### src/rtl/scan_pkg.sv
// Shared constants, state encodings and width helpers for the SCAN decoder scheduler.
package scan_pkg;

  // Default decoder geometry: N = 2^M code bits, P = 2^LOG2P butterfly PEs.
  localparam int SCAN_M        = 3;
  localparam int SCAN_LOG2P    = 1;
  localparam int SCAN_PIPE_LAT = 0;
  localparam int SCAN_ITW      = 4;
  localparam int SCAN_N        = 1 << SCAN_M;
  localparam int SCAN_P        = 1 << SCAN_LOG2P;

  // op_dir encoding.
  localparam logic OP_DIR_L = 1'b0;  // f-update toward the leaves
  localparam logic OP_DIR_R = 1'b1;  // g-update toward the channel

  // Scheduler FSM states.
  localparam logic [2:0] ST_IDLE   = 3'd0;
  localparam logic [2:0] ST_LSWEEP = 3'd1;
  localparam logic [2:0] ST_LEAF   = 3'd2;
  localparam logic [2:0] ST_RSWEEP = 3'd3;
  localparam logic [2:0] ST_DRAIN  = 3'd4;
  localparam logic [2:0] ST_FIN    = 3'd5;

  // Ceiling log2 for elaboration-time width arithmetic.
  function automatic int clog2(input int v);
    int r;
    r = 0;
    for (int i = 0; i < 31; i++) begin
      if ((1 << i) < v) r = i + 1;
    end
    return r;
  endfunction

  // Width of a field holding values 0..v-1, never narrower than one bit.
  function automatic int wbits(input int v);
    return (clog2(v) < 1) ? 1 : clog2(v);
  endfunction

  // Width of the PE-group index: N/(2P) groups, at least one bit wide.
  function automatic int grp_w(input int m, input int log2p);
    return ((m - 1 - log2p) < 1) ? 1 : (m - 1 - log2p);
  endfunction

endpackage

### src/rtl/scan_phase_ctl.sv
// Per-phase sweep bounds: L-sweep start stage of the following phase (ctz based)
// and last R-sweep stage of the current phase (cto based).
module scan_phase_ctl
  import scan_pkg::*;
#(
  parameter int M  = SCAN_M,
  parameter int SW = wbits(SCAN_M)
) (
  input  logic [M-1:0]  phi_i,
  output logic [SW-1:0] next_l_top_o,
  output logic [SW-1:0] r_last_o
);

  logic [M-1:0] phi_nxt;

  assign phi_nxt = phi_i + M'(1);

  // L start stage for phi+1 is ctz(phi+1); phase 0 (after the wrap) starts at M-1.
  always_comb begin
    next_l_top_o = SW'(M - 1);
    for (int i = M - 1; i >= 0; i--) begin
      if (phi_nxt[i]) next_l_top_o = SW'(i);
    end
  end

  // Last R stage is cto(phi)-1; all-ones phi runs every stage. Even phi has no R-sweep.
  always_comb begin
    r_last_o = SW'(M - 1);
    for (int i = M - 1; i >= 1; i--) begin
      if (!phi_i[i]) r_last_o = SW'(i - 1);
    end
    if (!phi_i[0]) r_last_o = '0;
  end

endmodule

### src/rtl/scan_scheduler.sv
// SCAN polar decoder sequencer: walks L-sweep, leaf decision and R-sweep for every
// phase over the programmed iteration count, issuing one PE-group descriptor per
// accepted handshake and draining the datapath after each stage-step.
module scan_scheduler
  import scan_pkg::*;
#(
  parameter int M        = SCAN_M,
  parameter int LOG2P    = SCAN_LOG2P,
  parameter int PIPE_LAT = SCAN_PIPE_LAT,
  parameter int ITW      = SCAN_ITW
) (
  input  logic                          clk,
  input  logic                          rst_n,
  input  logic                          start,
  input  logic [ITW-1:0]                num_iter,
  output logic                          busy,
  output logic                          done,
  output logic                          op_valid,
  input  logic                          op_ready,
  output logic                          op_dir,
  output logic [wbits(M)-1:0]           op_stage,
  output logic [grp_w(M, LOG2P)-1:0]    op_group,
  output logic [M-1:0]                  op_phase,
  output logic                          last_iter,
  output logic                          leaf_valid,
  output logic [M-1:0]                  leaf_phase
);

  localparam int N    = 1 << M;
  localparam int SW   = wbits(M);
  localparam int GW   = grp_w(M, LOG2P);
  localparam int NGRP = 1 << (M - 1 - LOG2P);
  localparam int DW   = clog2(PIPE_LAT + 2);

  logic [2:0]     state_q, state_d;
  logic [2:0]     ret_q, ret_d;
  logic [M-1:0]   phi_q, phi_d;
  logic [ITW-1:0] iter_q, iter_d;
  logic [ITW-1:0] niter_q, niter_d;
  logic [SW-1:0]  stage_q, stage_d;
  logic [GW-1:0]  group_q, group_d;
  logic [DW-1:0]  dcnt_q, dcnt_d;

  logic [SW-1:0]  next_l_top;
  logic [SW-1:0]  r_last;
  logic [M-1:0]   phi_nxt;
  logic [2:0]     step_nxt;
  logic [2:0]     adv_state;
  logic [M-1:0]   adv_phi;
  logic [ITW-1:0] adv_iter;

  assign phi_nxt = phi_q + M'(1);

  scan_phase_ctl #(
    .M  (M),
    .SW (SW)
  ) u_phase_ctl (
    .phi_i        (phi_q),
    .next_l_top_o (next_l_top),
    .r_last_o     (r_last)
  );

  // Phase-advance target: next phi, or wrap into the next iteration / finish.
  always_comb begin
    adv_state = ST_LSWEEP;
    adv_phi   = phi_nxt;
    adv_iter  = iter_q;
    if (phi_q == M'(N - 1)) begin
      adv_iter = iter_q + ITW'(1);
      if (({1'b0, iter_q} + (ITW + 1)'(1)) >= {1'b0, niter_q}) adv_state = ST_FIN;
    end
  end

  // Next-state and counter update for the SCAN schedule.
  always_comb begin
    state_d  = state_q;
    ret_d    = ret_q;
    phi_d    = phi_q;
    iter_d   = iter_q;
    niter_d  = niter_q;
    stage_d  = stage_q;
    group_d  = group_q;
    dcnt_d   = dcnt_q;
    step_nxt = state_q;
    case (state_q)
      ST_IDLE: begin
        if (start) begin
          niter_d = (num_iter == '0) ? ITW'(1) : num_iter;
          phi_d   = '0;
          iter_d  = '0;
          stage_d = SW'(M - 1);
          group_d = '0;
          state_d = ST_LSWEEP;
        end
      end
      ST_LSWEEP, ST_RSWEEP: begin
        if (op_ready) begin
          if (group_q != GW'(NGRP - 1)) begin
            group_d = group_q + GW'(1);
          end else begin
            group_d = '0;
            if (state_q == ST_LSWEEP) begin
              if (stage_q != '0) begin
                step_nxt = ST_LSWEEP;
                stage_d  = stage_q - SW'(1);
              end else begin
                step_nxt = ST_LEAF;
              end
            end else begin
              if (stage_q != r_last) begin
                step_nxt = ST_RSWEEP;
                stage_d  = stage_q + SW'(1);
              end else begin
                step_nxt = adv_state;
                phi_d    = adv_phi;
                iter_d   = adv_iter;
                stage_d  = next_l_top;
              end
            end
            // Stage-step complete: let the datapath write back before the next one.
            if (PIPE_LAT == 0) begin
              state_d = step_nxt;
            end else begin
              state_d = ST_DRAIN;
              ret_d   = step_nxt;
              dcnt_d  = DW'(PIPE_LAT - 1);
            end
          end
        end
      end
      ST_LEAF: begin
        if (phi_q[0]) begin
          state_d = ST_RSWEEP;
          stage_d = '0;
        end else begin
          state_d = adv_state;
          phi_d   = adv_phi;
          iter_d  = adv_iter;
          stage_d = next_l_top;
        end
      end
      ST_DRAIN: begin
        if (dcnt_q == '0) state_d = ret_q;
        else              dcnt_d  = dcnt_q - DW'(1);
      end
      ST_FIN:  state_d = ST_IDLE;
      default: state_d = ST_IDLE;
    endcase
  end

  // State and counter registers; reset aborts any decode in flight.
  always_ff @(posedge clk or negedge rst_n) begin
    if (!rst_n) begin
      state_q <= ST_IDLE;
      ret_q   <= ST_IDLE;
      phi_q   <= '0;
      iter_q  <= '0;
      niter_q <= '0;
      stage_q <= '0;
      group_q <= '0;
      dcnt_q  <= '0;
    end else begin
      state_q <= state_d;
      ret_q   <= ret_d;
      phi_q   <= phi_d;
      iter_q  <= iter_d;
      niter_q <= niter_d;
      stage_q <= stage_d;
      group_q <= group_d;
      dcnt_q  <= dcnt_d;
    end
  end

  // Outputs decoded straight from state so reset clears them immediately.
  always_comb begin
    busy       = (state_q != ST_IDLE) && (state_q != ST_FIN);
    done       = (state_q == ST_FIN);
    op_valid   = (state_q == ST_LSWEEP) || (state_q == ST_RSWEEP);
    op_dir     = (state_q == ST_RSWEEP) ? OP_DIR_R : OP_DIR_L;
    op_stage   = op_valid ? stage_q : '0;
    op_group   = op_valid ? group_q : '0;
    op_phase   = phi_q;
    leaf_valid = (state_q == ST_LEAF);
    leaf_phase = leaf_valid ? phi_q : '0;
    last_iter  = busy && (iter_q == (niter_q - ITW'(1)));
  end

endmodule

### config.mk
export PLATFORM = sky130hd
export DESIGN_NAME = scan_scheduler
export DESIGN_NICKNAME = d
export VERILOG_FILES = /design/src/rtl/scan_pkg.sv /design/src/rtl/scan_phase_ctl.sv /design/src/rtl/scan_scheduler.sv
export SDC_FILE = /design/constraint.sdc
export NUM_CORES = 1
export LEC_CHECK = 0
export ABC_AREA = 1
export CAP_MARGIN = 20
export CORE_MARGIN = 3
export CORE_UTILIZATION = 45
export CTS_CLUSTER_SIZE = 12
export DETAILED_ROUTE_END_ITERATION = 10
export PLACE_DENSITY = 0.77
export SLEW_MARGIN = 20
export SYNTH_ARGS = -nofsm -noshare
export SYNTH_HDL_FRONTEND = slang
export SYNTH_SLANG_ARGS = --single-unit
### constraint.sdc
create_clock -name clk -period 2.1 [get_ports clk]
set_input_delay 0.315 -clock clk [delete_from_list [all_inputs] [get_ports clk]]
set_output_delay 0.315 -clock clk [all_outputs]
set_load 0.02 [all_outputs]
# After elaboration in Yosys (flattened, before gate mapping)
# Index checks and enable logic that the tools add are counted.
# word_totals
regBits,18
input_bits,8
output_inout_bits,15
word_cells,99
# classes
n_addsub,8
n_lt_le_gt_ge,1
eq_ne,17
n_mux,49
reduce_logical,16
# op_table
cell,count
2-to-1 mux 3 bit,16
2-to-1 mux 4 bit,8
2-to-1 mux 2 bit,14
"inequality test 2 bit, second input constant",7
one-hot mux 3 bit (4 select lines),1
one-hot mux 4 bit (3 select lines),1
"equality test 3 bit, second input constant",3
one-hot mux 3 bit (3 select lines),1
AND reduction 7 bit,1
"equality test 3 x 2 -> 1 bit, second input constant",2
2-to-1 mux 1 bit,6
"inequality test 3 bit, second input constant",2
one-hot mux 2 bit (3 select lines),1
AND reduction 6 bit,1
nonzero test 3 bit,2
"adder 4 x 1 -> 5 bit, second input constant",1
greater-or-equal comparator 5 x 4 -> 1 bit,1
AND reduction 5 bit,1
"adder 4 x 1 -> 4 bit, second input constant",1
equality test 4 bit,1
zero test 4 bit,1
AND reduction 4 bit,1
nonzero test 2 bit,2
"subtractor 4 x 1 -> 4 bit, second input constant",1
other kinds (14),15

# Longest topological paths before layout
# Gate-level depths: netlist of run 1.
# logic_depth
depth_word,9
ltp_mapped,10
ltp_nobuf,10

# Modules after synthesis
# From an unflattened synthesis of run 1, not the netlist that was laid out.
# unflattened
cells_unflattened,205
hier_area_um2,1348.8
# by_module_without_submodules
module,n_inst,cells_each,area_each_um2,seq_area_each_um2
scan_scheduler,1,198,1322.5,425.4
scan_phase_ctl,1,7,26.3,0.0

# Worst setup path before layout of run 1
# No wires, ideal clock.
# synth_timing
path_type,register to output
startpoint,register niter_q[0]
endpoint,output port last_iter
arrival_ns,1.471
required_time_ns,1.785
setup_slack_ns,0.314
stages_incl_launch_ff,7
path_cell_list,dfrtp_1 -> inv_1 -> ha_1 -> xnor2_1 -> nor3_1 -> nand2_1 -> nor3_1
# synth_via
elab_chain_len,3
# synth_rtl
element,line_no,source
start: declaration,scan_scheduler.sv:39,"logic [ITW-1:0] niter_q, niter_d;"
start signal: assignment,scan_scheduler.sv:167,niter_q <= niter_d;
subtractor 4 x 1 -> 4 bit,scan_scheduler.sv:185,last_iter = busy && (iter_q == (niter_q - ITW'(1)));
equality test 4 bit,scan_scheduler.sv:185,
logical AND 1 bit,scan_scheduler.sv:185,
end: declaration,scan_scheduler.sv:24,"output logic last_iter,"
# No other way between the ends.

# Worst setup path in the final report of run 1
# Same ends and word-level chain as after synthesis.

==> results of run 1 <==
## cells by family after synthesis
group	Yosys count
AO/OA/AOI/OAI	27
AND/OR/NAND/NOR	101
XOR/XNOR	5
adder cells (fa/ha/maj)	12
buffers and inverters	34
flip-flops	17
## flip-flops by register name, indices dropped and copies added (netlist names)
| name | flops |
|---|---|
| niter_q | 4 |
| group_q | 1 |
| iter_q | 4 |
| op_phase | 3 |
| state_q | 3 |
| stage_q | 2 |
## power groups by stage
stage / Sequential [mW] / Clock, mW / Combinational (mW)
finish: 0.576 / 0.183 / 1.79
global route: 0.599 / 0.202 / 2.03
CTS: 0.575 / 0.192 / 1.79
detailed placement: 0.580 / 0 / 1.81
global placement: 0.577 / 0 / 1.76
floorplan: 0.616 / 0 / 1.17
## cells in the final DEF (no fill, tap or decap), types with 7 or more instances in the layout
cell type,Yosys,final
sky130_fd_sc_hd__nand2_1,46,46
sky130_fd_sc_hd__inv_1,30,30
sky130_fd_sc_hd__nor2_1,23,23
sky130_fd_sc_hd__dfrtp_1,17,17
sky130_fd_sc_hd__o21ai_0,15,14
sky130_fd_sc_hd__buf_4,0,14
sky130_fd_sc_hd__ha_1,12,12
sky130_fd_sc_hd__clkdlybuf4s50_1,0,11
sky130_fd_sc_hd__nand3_1,10,10
sky130_fd_sc_hd__a21oi_1,8,8
sky130_fd_sc_hd__nand4_1,7,7
## path summary, 6_finish.rpt
| path | to | depth (start not counted) |
|---|---|---|
| max in group asynchronous | op_phase[0]$_DFFE_PN0P_ | 2 |
| max reg2reg | state_q[2]$_DFFE_PN0P_ | 8 |
| min | stage_q[0]$_DFFE_PN0P_ | 2 |
| min reg2reg | op_phase[2]$_DFFE_PN0P_ | 2 |
| min in group clk | op_phase[2]$_DFFE_PN0P_ | 2 |
| max | last_iter | 7 |
## critical path, stage by stage, from the launching register on
cell,delay [ps]
sky130_fd_sc_hd__dfrtp_1,360
sky130_fd_sc_hd__inv_1,60
sky130_fd_sc_hd__ha_1,300
sky130_fd_sc_hd__xnor2_1,140
sky130_fd_sc_hd__nor3_1,190
sky130_fd_sc_hd__nand2_1,90
sky130_fd_sc_hd__nor3_2,120
sky130_fd_sc_hd__buf_4,160
## layer usage
| metal | part of all wire | track usage | wire length (µm) | up-vias |
|---|---|---|---|---|
| li1 | - | - | - | 705 |
| met2 | 0.47 | 0.285 | 1480 | 25 |
| met5 | 0 | 0 | 0 | - |
| met4 | 0.019 | 0.0636 | 59 | 0 |
| met1 | 0.46 | 0.261 | 1460 | 633 |
| met3 | 0.048 | 0.0398 | 150 | 8 |
## area by class of cell
cell class                 instances  share of cell area
multi-input combinational        145               0.470
sequential                        17               0.241
timing repair buffer              35               0.180
inverter                          34              0.0722
tap                               31              0.0219
clock buffer                       3              0.0127
clock inverter                     1             0.00283
## through the flow
stage,worst slack (ps),cells
2_1_floorplan,314,196
4_1_cts,15.4,266
6_report,69.0,266
3_5_place_dp,-86.6,262
3_3_place_gp,-15.6,262
5_1_grt,-21.4,266
## timing repair
item / 4_1_cts / 5_1_grt
hold buffers: 0 / 0
resized for setup: 12 / 6
pin swaps: 0 / 2
endpoints found under the setup margin: 8 / 5
==> reports/results.txt, run 1 <==
After detailed placement, the total cell area comes to 1740 µm². The global-route wire length before repair is 5.18 mm, and the post-synthesis average cell area is 7.03 µm². The top flip-flop cell by instance count after synthesis was sky130_fd_sc_hd__dfrtp_1. The time the final worst path needs with I/O delays and setup is 2030 ps, and the remaining number of nets flagged by the antenna check after routing is 0. Port buffering added 22 buffers. After detailed routing, the total wire length is 3.14 mm.

Summed over all nets, the switching power comes to 1.30 mW. The flow ran to the end, and the final reports show no timing, DRC or antenna violations. In this run the worst setup path begins at niter_q[0]$_DFFE_PN0P_. The number of antenna diodes in the final layout is 0.

For the clock network fraction of design power, the log shows 0.072. The logs give 0.862 for the final weighted congestion of routability-driven global placement and 0 for the global-route congestion overflow total. By count the netlist is led by sky130_fd_sc_hd__nand2_1, sky130_fd_sc_hd__inv_1, sky130_fd_sc_hd__nor2_1, sky130_fd_sc_hd__dfrtp_1, sky130_fd_sc_hd__o21ai_0.

Of all cell types, the one taking the most synthesized area is sky130_fd_sc_hd__dfrtp_1. The worst setup path is launched from a flip-flop. Summed over all cells, the static leakage comes to 1.01 nW.

The number of antenna violations at the first check in global routing is 0. The post-synthesis adder-cell area fraction is 0.109. The headroom to the max-slew limit was 0.656.

The clock passes through at most 2 buffers. In the routed design, unresolved DRC markers number 0. In this run the worst path has a maximum fanout of 2. The xor/xnor share of the synthesized area works out to 0.0318.

STA classifies the critical path endpoint as a primary output. The fraction of final layout cells sized beyond drive strength 1 was 0.145. Setup repair after global routing could not meet its margin everywhere.

The switching share of total power was 0.510; the post-route clock period utilization was 0.967. The run gives 19 as the number of cell rows. For the vias after detailed routing, the log shows 1371.

The sequential cell area is 425 µm², and the fraction of power consumed by combinational cells is 0.703. The die area was 3760 µm². The netlist uses 24 different library cells. The post-synthesis instance total was 196; the final number of setup-violating endpoints was 0. TritonCTS built the clock tree. Synthesis produced a netlist with a net count of 216. Across all hold checks on the routed design, the worst slack comes to 325 ps.

sky130_fd_sc_hd__nand2_1 is the most common cell in the netlist. The required arrival time at the worst endpoint was 1780 ps. The mapped netlist covers 1380 µm². The post-synthesis sequential element count came out at 17.

The final hold violation count came out at 0. The main combinational cell family by area after synthesis was simple AND/OR/NAND/NOR gates. The floorplan step set the die width to 61.4 µm. The logs give 1187 for the via count of the first global-routing pass and 380 ps for the setup slack of the worst register-to-register path. The run gives 0.226 as the share of power burned in registers. The fraction of the mapped netlist area in compound gates was 0.103.

Share of synthesized area spent on multiplexers: 0. In the final routed layout, each cell accounts on average for 11.8 µm. After detailed routing, the number of vias per cell comes to 5.15. For the pin with the worst max-slew slack, the measured transition is 510 ps. The tools report the post-DP HPWL as 2.50 mm.

The share of Yosys cell area claimed by the top area cell type works out to 0.309. The total area of multi-input combinational cells was 831 µm²; the die boundary height was 61.4 µm. The tools report the cell at the root of the clock tree as sky130_fd_sc_hd__clkbuf_4.

The class of the most critical hold timing path is in2async. The startpoint identified for the worst register-to-register timing path is iter_q[0]$_DFFE_PN0P_. The logs give 1 for the depth of the CTS H-tree and 0.806 mV for the peak ir drop on the vdd network. The run gives 0 ps as the setup total negative slack. The layout overhead on the synthesized area is 28.2%. STA puts the critical path data arrival time at 1720 ps.

Across the run, the number of max-cap violations was 0. The setup path with the least slack is of type reg2out. Yosys printed 0 warnings. The core box area came out at 2830 µm². Sorting the synthesized cells by area gives the leading types as sky130_fd_sc_hd__dfrtp_1, sky130_fd_sc_hd__nand2_1, sky130_fd_sc_hd__ha_1, sky130_fd_sc_hd__inv_1, sky130_fd_sc_hd__nor2_1. The clock transition at the register clock pins on the worst setup and hold paths after CTS works out to 110 ps. The layout has 255 filler cells. In this run the count of I/O pins placed on the die edge is 23. The later-pin clock latency in the skew report was 300 ps; the achievable clock frequency was 492 MHz. The number of iterations in the first detailed-routing pass is 4, and the internal power is 1.25 mW.

The share of async-settable or async-resettable flops after synthesis was 1.00; the number of sinks driven by the clock tree was 17. The total global routing track utilization is 0.186. For this run, the post-layout net count is 256. The run gives 0 as the count of final max-slew check failures. The first routing iteration left 84 violations. Entering global routing, the biggest net connects 18 pins. The post-synthesis share of cell area spent on and, or, nand and nor gates came out at 0.355. Once the clock tree was built, the setup fixing pass inserted 0 buffers. The number of clock buffers added by TritonCTS is 3.

For this design the ratio of total power to cell area is 1440 nW/µm². After routing the design area is 1770 µm². The tools report the sequential element share of the synthesized area as 0.309. The overall power of the completed layout is 2.55 mW, and the starting density of the core is 0.487.

The worst clock skew is 8.80 ps. In this run, synthesis inferred 0 flip-flops with an integrated enable. The run gives 0.625 as the final cell utilization of the core.
No activity file was read; power rests on OpenSTA's default activity.
==> run 2, diff against run 1 <==
- HOLD_SLACK_MARGIN: default -> 0.08
==> results of run 2 <==
No change in the layout: final DEF, timing and power equal those of run 1.
